`config.mk`:
```
export PLATFORM = sky130hd
export DESIGN_NAME = ex_div_seq
export DESIGN_NICKNAME = d
export VERILOG_FILES = /design/src/rtl/ex_div_seq.sv
export SDC_FILE = /design/constraint.sdc
export NUM_CORES = 1
export LEC_CHECK = 0
export CORE_MARGIN = 2
export CORE_UTILIZATION = 50
export CTS_CLUSTER_DIAMETER = 60
export DETAILED_ROUTE_END_ITERATION = 10
export PLACE_DENSITY = 0.72
export SETUP_SLACK_MARGIN = 0.5
export SLEW_MARGIN = 20
export SYNTH_ARGS = -nofsm -noshare
export SYNTH_HDL_FRONTEND = slang
export SYNTH_SLANG_ARGS = --single-unit
```
`constraint.sdc`:
```
create_clock -name i_clk -period 16.5 [get_ports i_clk]
set_input_delay 3.3 -clock i_clk [delete_from_list [all_inputs] [get_ports i_clk]]
set_output_delay 3.3 -clock i_clk [all_outputs]
set_load 0.005 [all_outputs]
```
`src/rtl/ex_div_seq.sv`:
```
// rtl/ex_div_seq.sv - iterative 32-bit restoring divider sequencer for EX-stage DIV/DIVU
//
// Accepts one division from EX, runs WIDTH restoring steps (one per cycle),
// and registers {HI, LO} = {remainder, quotient} on entry to DONE.
//
// Ports:
//   i_clk        clock, rising edge
//   i_rst_n      asynchronous active-low reset
//   i_start      EX holds a DIV/DIVU; held until o_ready is seen
//   i_signed     1 = DIV (signed), 0 = DIVU
//   i_dividend   rs operand, sampled on acceptance
//   i_divisor    rt operand, sampled on acceptance
//   i_annul      cancel the current operation; overrides i_start
//   o_result     {remainder (HI), quotient (LO)}
//   o_ready      result valid (state == DONE)
//   o_stallreq   stall request to the stall controller's EX input

module ex_div_seq #(
    parameter int WIDTH = 32
) (
    input  logic                 i_clk,
    input  logic                 i_rst_n,
    input  logic                 i_start,
    input  logic                 i_signed,
    input  logic [WIDTH-1:0]     i_dividend,
    input  logic [WIDTH-1:0]     i_divisor,
    input  logic                 i_annul,
    output logic [2*WIDTH-1:0]   o_result,
    output logic                 o_ready,
    output logic                 o_stallreq
);

    localparam int CW = $clog2(WIDTH);

    typedef enum logic [1:0] {
        IDLE    = 2'd0,
        BUSY    = 2'd1,
        DIVZERO = 2'd2,
        DONE    = 2'd3
    } state_t;

    state_t state, state_next;

    logic             sgn_q;
    logic             dvd_neg_q;
    logic             dvs_neg_q;
    logic [WIDTH-1:0] rem_q;
    logic [WIDTH-1:0] quo_q;
    logic [WIDTH-1:0] dvs_q;
    logic [CW-1:0]    cnt_q;
    logic [2*WIDTH-1:0] result_q;

    logic             accept;
    logic             last_step;
    logic [WIDTH-1:0] dvd_abs;
    logic [WIDTH-1:0] dvs_abs;
    logic [WIDTH:0]   r_shift;
    logic [WIDTH:0]   r_sub;
    logic             r_ge;
    logic [WIDTH-1:0] rem_next;
    logic [WIDTH-1:0] quo_next;
    logic [WIDTH-1:0] quo_fin;
    logic [WIDTH-1:0] rem_fin;

    assign accept    = (state == IDLE) && i_start && !i_annul;
    assign last_step = (cnt_q == CW'(WIDTH - 1));

    // Magnitudes; 0x80000000 maps to itself and is read as unsigned 2^31.
    assign dvd_abs = (i_signed && i_dividend[WIDTH-1]) ? (~i_dividend + 1'b1) : i_dividend;
    assign dvs_abs = (i_signed && i_divisor[WIDTH-1])  ? (~i_divisor + 1'b1)  : i_divisor;

    // One restoring step. The partial remainder is always below D, so the
    // shifted value is below 2*D and the borrow bit alone decides R' >= D.
    assign r_shift  = {rem_q, quo_q[WIDTH-1]};
    assign r_sub    = r_shift - {1'b0, dvs_q};
    assign r_ge     = ~r_sub[WIDTH];
    assign rem_next = r_ge ? r_sub[WIDTH-1:0] : r_shift[WIDTH-1:0];
    assign quo_next = {quo_q[WIDTH-2:0], r_ge};

    // Sign fix-up: quotient negative when signs differ, remainder follows dividend.
    assign quo_fin = (sgn_q && (dvd_neg_q ^ dvs_neg_q)) ? (~quo_next + 1'b1) : quo_next;
    assign rem_fin = (sgn_q && dvd_neg_q) ? (~rem_next + 1'b1) : rem_next;

    always_ff @(posedge i_clk or negedge i_rst_n) begin
        if (!i_rst_n) begin
            state <= IDLE;
        end else begin
            state <= state_next;
        end
    end

    always_comb begin
        state_next = state;
        case (state)
            IDLE: begin
                if (accept) begin
                    state_next = (i_divisor == '0) ? DIVZERO : BUSY;
                end
            end
            BUSY: begin
                if (i_annul) begin
                    state_next = IDLE;
                end else if (last_step) begin
                    state_next = DONE;
                end
            end
            DIVZERO: begin
                state_next = i_annul ? IDLE : DONE;
            end
            DONE: begin
                if (!i_start || i_annul) begin
                    state_next = IDLE;
                end
            end
            default: state_next = IDLE;
        endcase
    end

    always_ff @(posedge i_clk or negedge i_rst_n) begin
        if (!i_rst_n) begin
            sgn_q     <= 1'b0;
            dvd_neg_q <= 1'b0;
            dvs_neg_q <= 1'b0;
            rem_q     <= '0;
            quo_q     <= '0;
            dvs_q     <= '0;
            cnt_q     <= '0;
            result_q  <= '0;
        end else begin
            case (state)
                IDLE: begin
                    if (accept) begin
                        sgn_q     <= i_signed;
                        dvd_neg_q <= i_signed & i_dividend[WIDTH-1];
                        dvs_neg_q <= i_signed & i_divisor[WIDTH-1];
                        rem_q     <= '0;
                        quo_q     <= dvd_abs;
                        dvs_q     <= dvs_abs;
                        cnt_q     <= '0;
                    end
                end
                BUSY: begin
                    if (!i_annul) begin
                        rem_q <= rem_next;
                        quo_q <= quo_next;
                        cnt_q <= cnt_q + 1'b1;
                        if (last_step) begin
                            result_q <= {rem_fin, quo_fin};
                        end
                    end
                end
                DIVZERO: begin
                    // Architecturally undefined; pinned to zero.
                    if (!i_annul) begin
                        result_q <= '0;
                    end
                end
                default: ;
            endcase
        end
    end

    assign o_result   = result_q;
    assign o_ready    = (state == DONE);
    assign o_stallreq = i_start & ~i_annul & (state != DONE);

endmodule

```
After elaboration in Yosys (flattened, before gate mapping)
Cells that the tools add are included.
{ "totals": {"rom_bits": 0, "mem_bits_rw": 0, "latch_bits": 0, "regBits": 170, "out_inout_bits": 66, "memories": 0} }
{ "op_classes": {"mux": 25, "n_lt_le_gt_ge": 0, "n_bitwise": 11, "n_div": 0, "eq_ne": 11, "add_sub_neg": 6, "n_shift": 0, "multipliers": 0, "reduce_logical": 17} }
{ "op_table": {"columns": ["cell", "count"], "rows": [
  ["two-way mux 32 bit", 9],
  ["two-way mux 64 bit", 3],
  ["adder 32 x 1 -> 32 bit (second input constant)", 4],
  ["NOT 32 bit", 4],
  ["case mux 32 bit (2 select lines)", 2],
  ["case mux 64 bit (2 select lines)", 1],
  ["subtractor 33 x 32 -> 33 bit", 1],
  ["logical NOT 32 bit", 1],
  ["two-way mux 2 bit", 6],
  ["two-way mux 5 bit", 2],
  ["!= test 2 bit (second input constant)", 5],
  ["case mux 5 bit (2 select lines)", 1],
  ["case mux 2 bit (4 select lines)", 1],
  ["logical AND 1 bit", 6],
  ["AND reduction 3 bit", 2],
  ["adder 5 x 1 -> 5 bit (second input constant)", 1],
  ["== test 5 bit (second input constant)", 1],
  ["AND 1 bit", 4],
  ["== test 2 bit (second input constant)", 2],
  ["AND reduction 4 bit", 1],
  ["nonzero test 2 bit", 2],
  ["!= test 3 bit (second input constant)", 1],
  ["== test 2 x 1 -> 1 bit (second input constant)", 1],
  ["logical NOT 1 bit", 2],
  ["other kinds (6)", 7]
]} }

Longest topological paths before layout
{ "depth": {"word_depth": 8, "mapped_depth": 25, "ltp_nobuf": 22} }

Worst setup path after synthesis
OpenSTA, ideal clock, no wires.
{ "synth_timing": {"kind": "in2out", "start": "input i_annul", "end": "output o_stallreq", "setup_slack_ps": 9631, "arrival_ps": 3569, "t_required_ps": 13200, "stages": 1, "path_cell_list": "nor3b_1"} }
{ "synth_between": {"elab_chain_len": 3} }
{ "synth_lines": {"columns": ["item", "line", "rtl"], "rows": [
  ["from (decl)", "27", "input logic i_annul,"],
  ["NOT 1 bit", "165", "assign o_stallreq = i_start & ~i_annul & (state != DONE);"],
  ["AND 1 bit (2 in a row)", "165", null],
  ["to (decl)", "30", "output logic o_stallreq"]
]} }
Every way passes these cells.

Final worst setup path
Ends and elaborated chain as after synthesis.

==> metrics <==
Syn Inst Count 1500; die height 159 um; CP arrival 4.65 ns; R2R Path End o_result[62]; critical path startpoint i_annul; Slew @ Worst Pin 1.04 ns; Syn Nets 1612; clk_skew 0.0142 ns; number of iterations in the first detailed-routing pass 8; Post-synth ARST share 1.00; Clock Tree Buf Depth 2; Worst setup SP type input port; Antenna Cells 0; Max Slew Vio Count 0; Hold WC Path Type reg -> reg; Sink Count 170; most frequent cells in the layout nand2_1 (248), o21ai_0 (183), dfrtp_1 (170); layout cells sized above 1 0.0483; Initial Utilization 0.512; Placed Area 13500 um2; residual DRC count 0; smallest hold slack 0.480 ns; Hold Vio Cnt, Final 0; CTS Hold Bufs 0; # IOs 135; Resized cells post-CTS 0; DR WL/cell 17.8 um; die area 25400 um2; Total Routing Usage GR 0.267; final core occ 0.602; pin count of the biggest net entering global routing 93; Post-Syn Area 12100 um2; fmax 126 MHz; Post-synth EDFFs 0; area delta synth->final 17.6%; P_leak 5.97 nW; Seq/Total Area, Yosys 0.353; RR Startpoint quo_q[31]; RSZ-0062 raised after global routing false; fill cell count 2188; Rel. slew slack 0.307; CP endpoint o_stallreq; initial antenna violation count 0; Syn Area/Cell 8.03 um2; design area 14200 um2; DPL Wire Length 25.7 mm; Crit Path Class in -> out; Clock Pin Slew Worst Setup and Hold Paths 0.07 ns; Clock Latency Late Sink 0.44 ns; grt ovf 0; Placeable Area 23500 um2; post-route ant nets 0; status finished clean; period utilisation layout 0.482; CTS tree done; # Max-Cap Violations 0; dpl cells 1882; fin crit period 7.95 ns; Reg2Reg Setup Slack 10.74 ns; initial DRC count 1031; Final #Nets 1694; Die X 159 um; Max H-tree Level 4; Final Non-Filler Cells 1914; most common cell after layout, fill and taps aside nand2_1; routed vias 11300; row count 56; Num CTS Buffers 17; Ys Warns 0; Pwr Density 246 nW/um2; Root Buffer clkbuf_16; worst reg2reg path depth 21; peak supply drop 0.000122 V; vias per cell 5.91; Critical Path RT 13.20 ns; total negative setup slack 0 ns; number of global-route vias before repair 10500; post-CTS setup buffer count 0; drt total wl 34.1 mm; GPL Wtd Cong 0.919; CP endpoint kind primary output; first-pass GRT wire length 55.1 mm; final setup violation count 0; ys flop type dfrtp_1; library cells used by synthesis 84; register bit total from synthesis 170; port bufs 134; Max FO, Critical Path 8
-- final cells by class --
type | count | area, um2 | share of cell area
inverter | 49 | 184 | 0.0130
clock inverter | 15 | 201 | 0.0142
sequential | 170 | 4250 | 0.300
timing repair buffer | 143 | 1410 | 0.0995
multi-input combinational | 1201 | 7300 | 0.515
tap | 319 | 399 | 0.0282
clock buffer | 17 | 425 | 0.0300
-- flip-flops by register name, indices dropped and copies added, names as in the netlist --
register	flops
rem_q	32
dvs_q	32
dvd_neg_q	1
quo_q	32
o_result	64
cnt_q	5
dvs_neg_q	1
sgn_q	1
state	2
-- cell usage after synthesis, types with 6 or more instances --
cell type,number,area [um2]
nor2_1,121,454
xnor2_1,53,464
nand4_1,12,75.1
a31oi_1,11,68.8
nand2_1,248,931
or3_1,19,119
a211oi_1,7,52.6
buf_2,9,45.0
xor2_1,87,762
o31ai_1,34,255
buf_1,6,22.5
o21ai_0,183,916
nand3b_1,6,45.0
nor4_1,23,144
o21a_1,10,75.1
clkbuf_1,63,236
or4_1,11,82.6
a21oi_1,119,596
nand2b_1,10,62.6
inv_1,48,180
dfrtp_1,170,4250
ha_1,42,526
or2_2,7,43.8
o22ai_1,28,175
mux2i_1,21,210
o41ai_1,10,87.6
a21o_1,9,67.6
nor3_1,25,125
nand3_1,10,50.1
nor2b_1,7,43.8
-- worst min-delay path by stage --
| stage | endpoint | cells past startpoint | from | slack [ns] |
|---|---|---|---|---|
| final | o_result[42] | 2 | o_result[42] | 0.48 |
| after global routing | o_result[6] | 2 | o_result[6] | 0.50 |
| after CTS | o_result[52] | 2 | o_result[52] | 0.49 |
| after detailed placement | o_result[52] | 2 | o_result[52] | 0.47 |
| after global placement | dvs_q[19] | 2 | dvs_q[19] | 0.46 |
| after floorplan | dvs_q[10] | 2 | dvs_q[10] | 0.45 |
-- layer usage --
metal / vias up / wire length (um) / track usage / share of wire
li1: 5499 / - / - / -
met1: 5372 / 17000 / 0.424 / 0.50
met2: 405 / 14200 / 0.391 / 0.42
met3: 32 / 2450 / 0.0310 / 0.072
met4: 0 / 400 / 0.0562 / 0.012
met5: - / 0 / 0 / 0
-- stage by stage --
stage / setup slack (ns) / power [mW]
after floorplan: 9.63 / 2.32
after global placement: 8.56 / 2.97
after detailed placement: 8.55 / 3.01
after CTS: 8.54 / 3.45
after global routing: 8.41 / 3.76
final: 8.55 / 3.49
-- critical path, stage by stage --
cell             delay [ns]
clkdlybuf4s50_1        0.51
nor3b_1                0.29
clkdlybuf4s50_1        0.55
-- report_power, final --
part	leakage, nW	internal [mW]	total, mW	switching, mW
combinational	3.55	0.868	2.25	1.38
sequential	2.12	0.609	0.814	0.205
clock	0.302	0.221	0.429	0.208
total	5.97	1.70	3.49	1.79
-- logic make-up after synthesis --
family | count (synthesis) | share of synthesized area
DFF | 170 | 0.353
adders and majority gates | 43 | 0.0453
and+or+nand+nor | 531 | 0.204
muxes | 24 | 0.0206
buffers and inverters | 129 | 0.0431
AOI/OAI and AO/OA | 463 | 0.233
xor gates and xnor gates | 140 | 0.102
(Power assumes the default switching activity.)
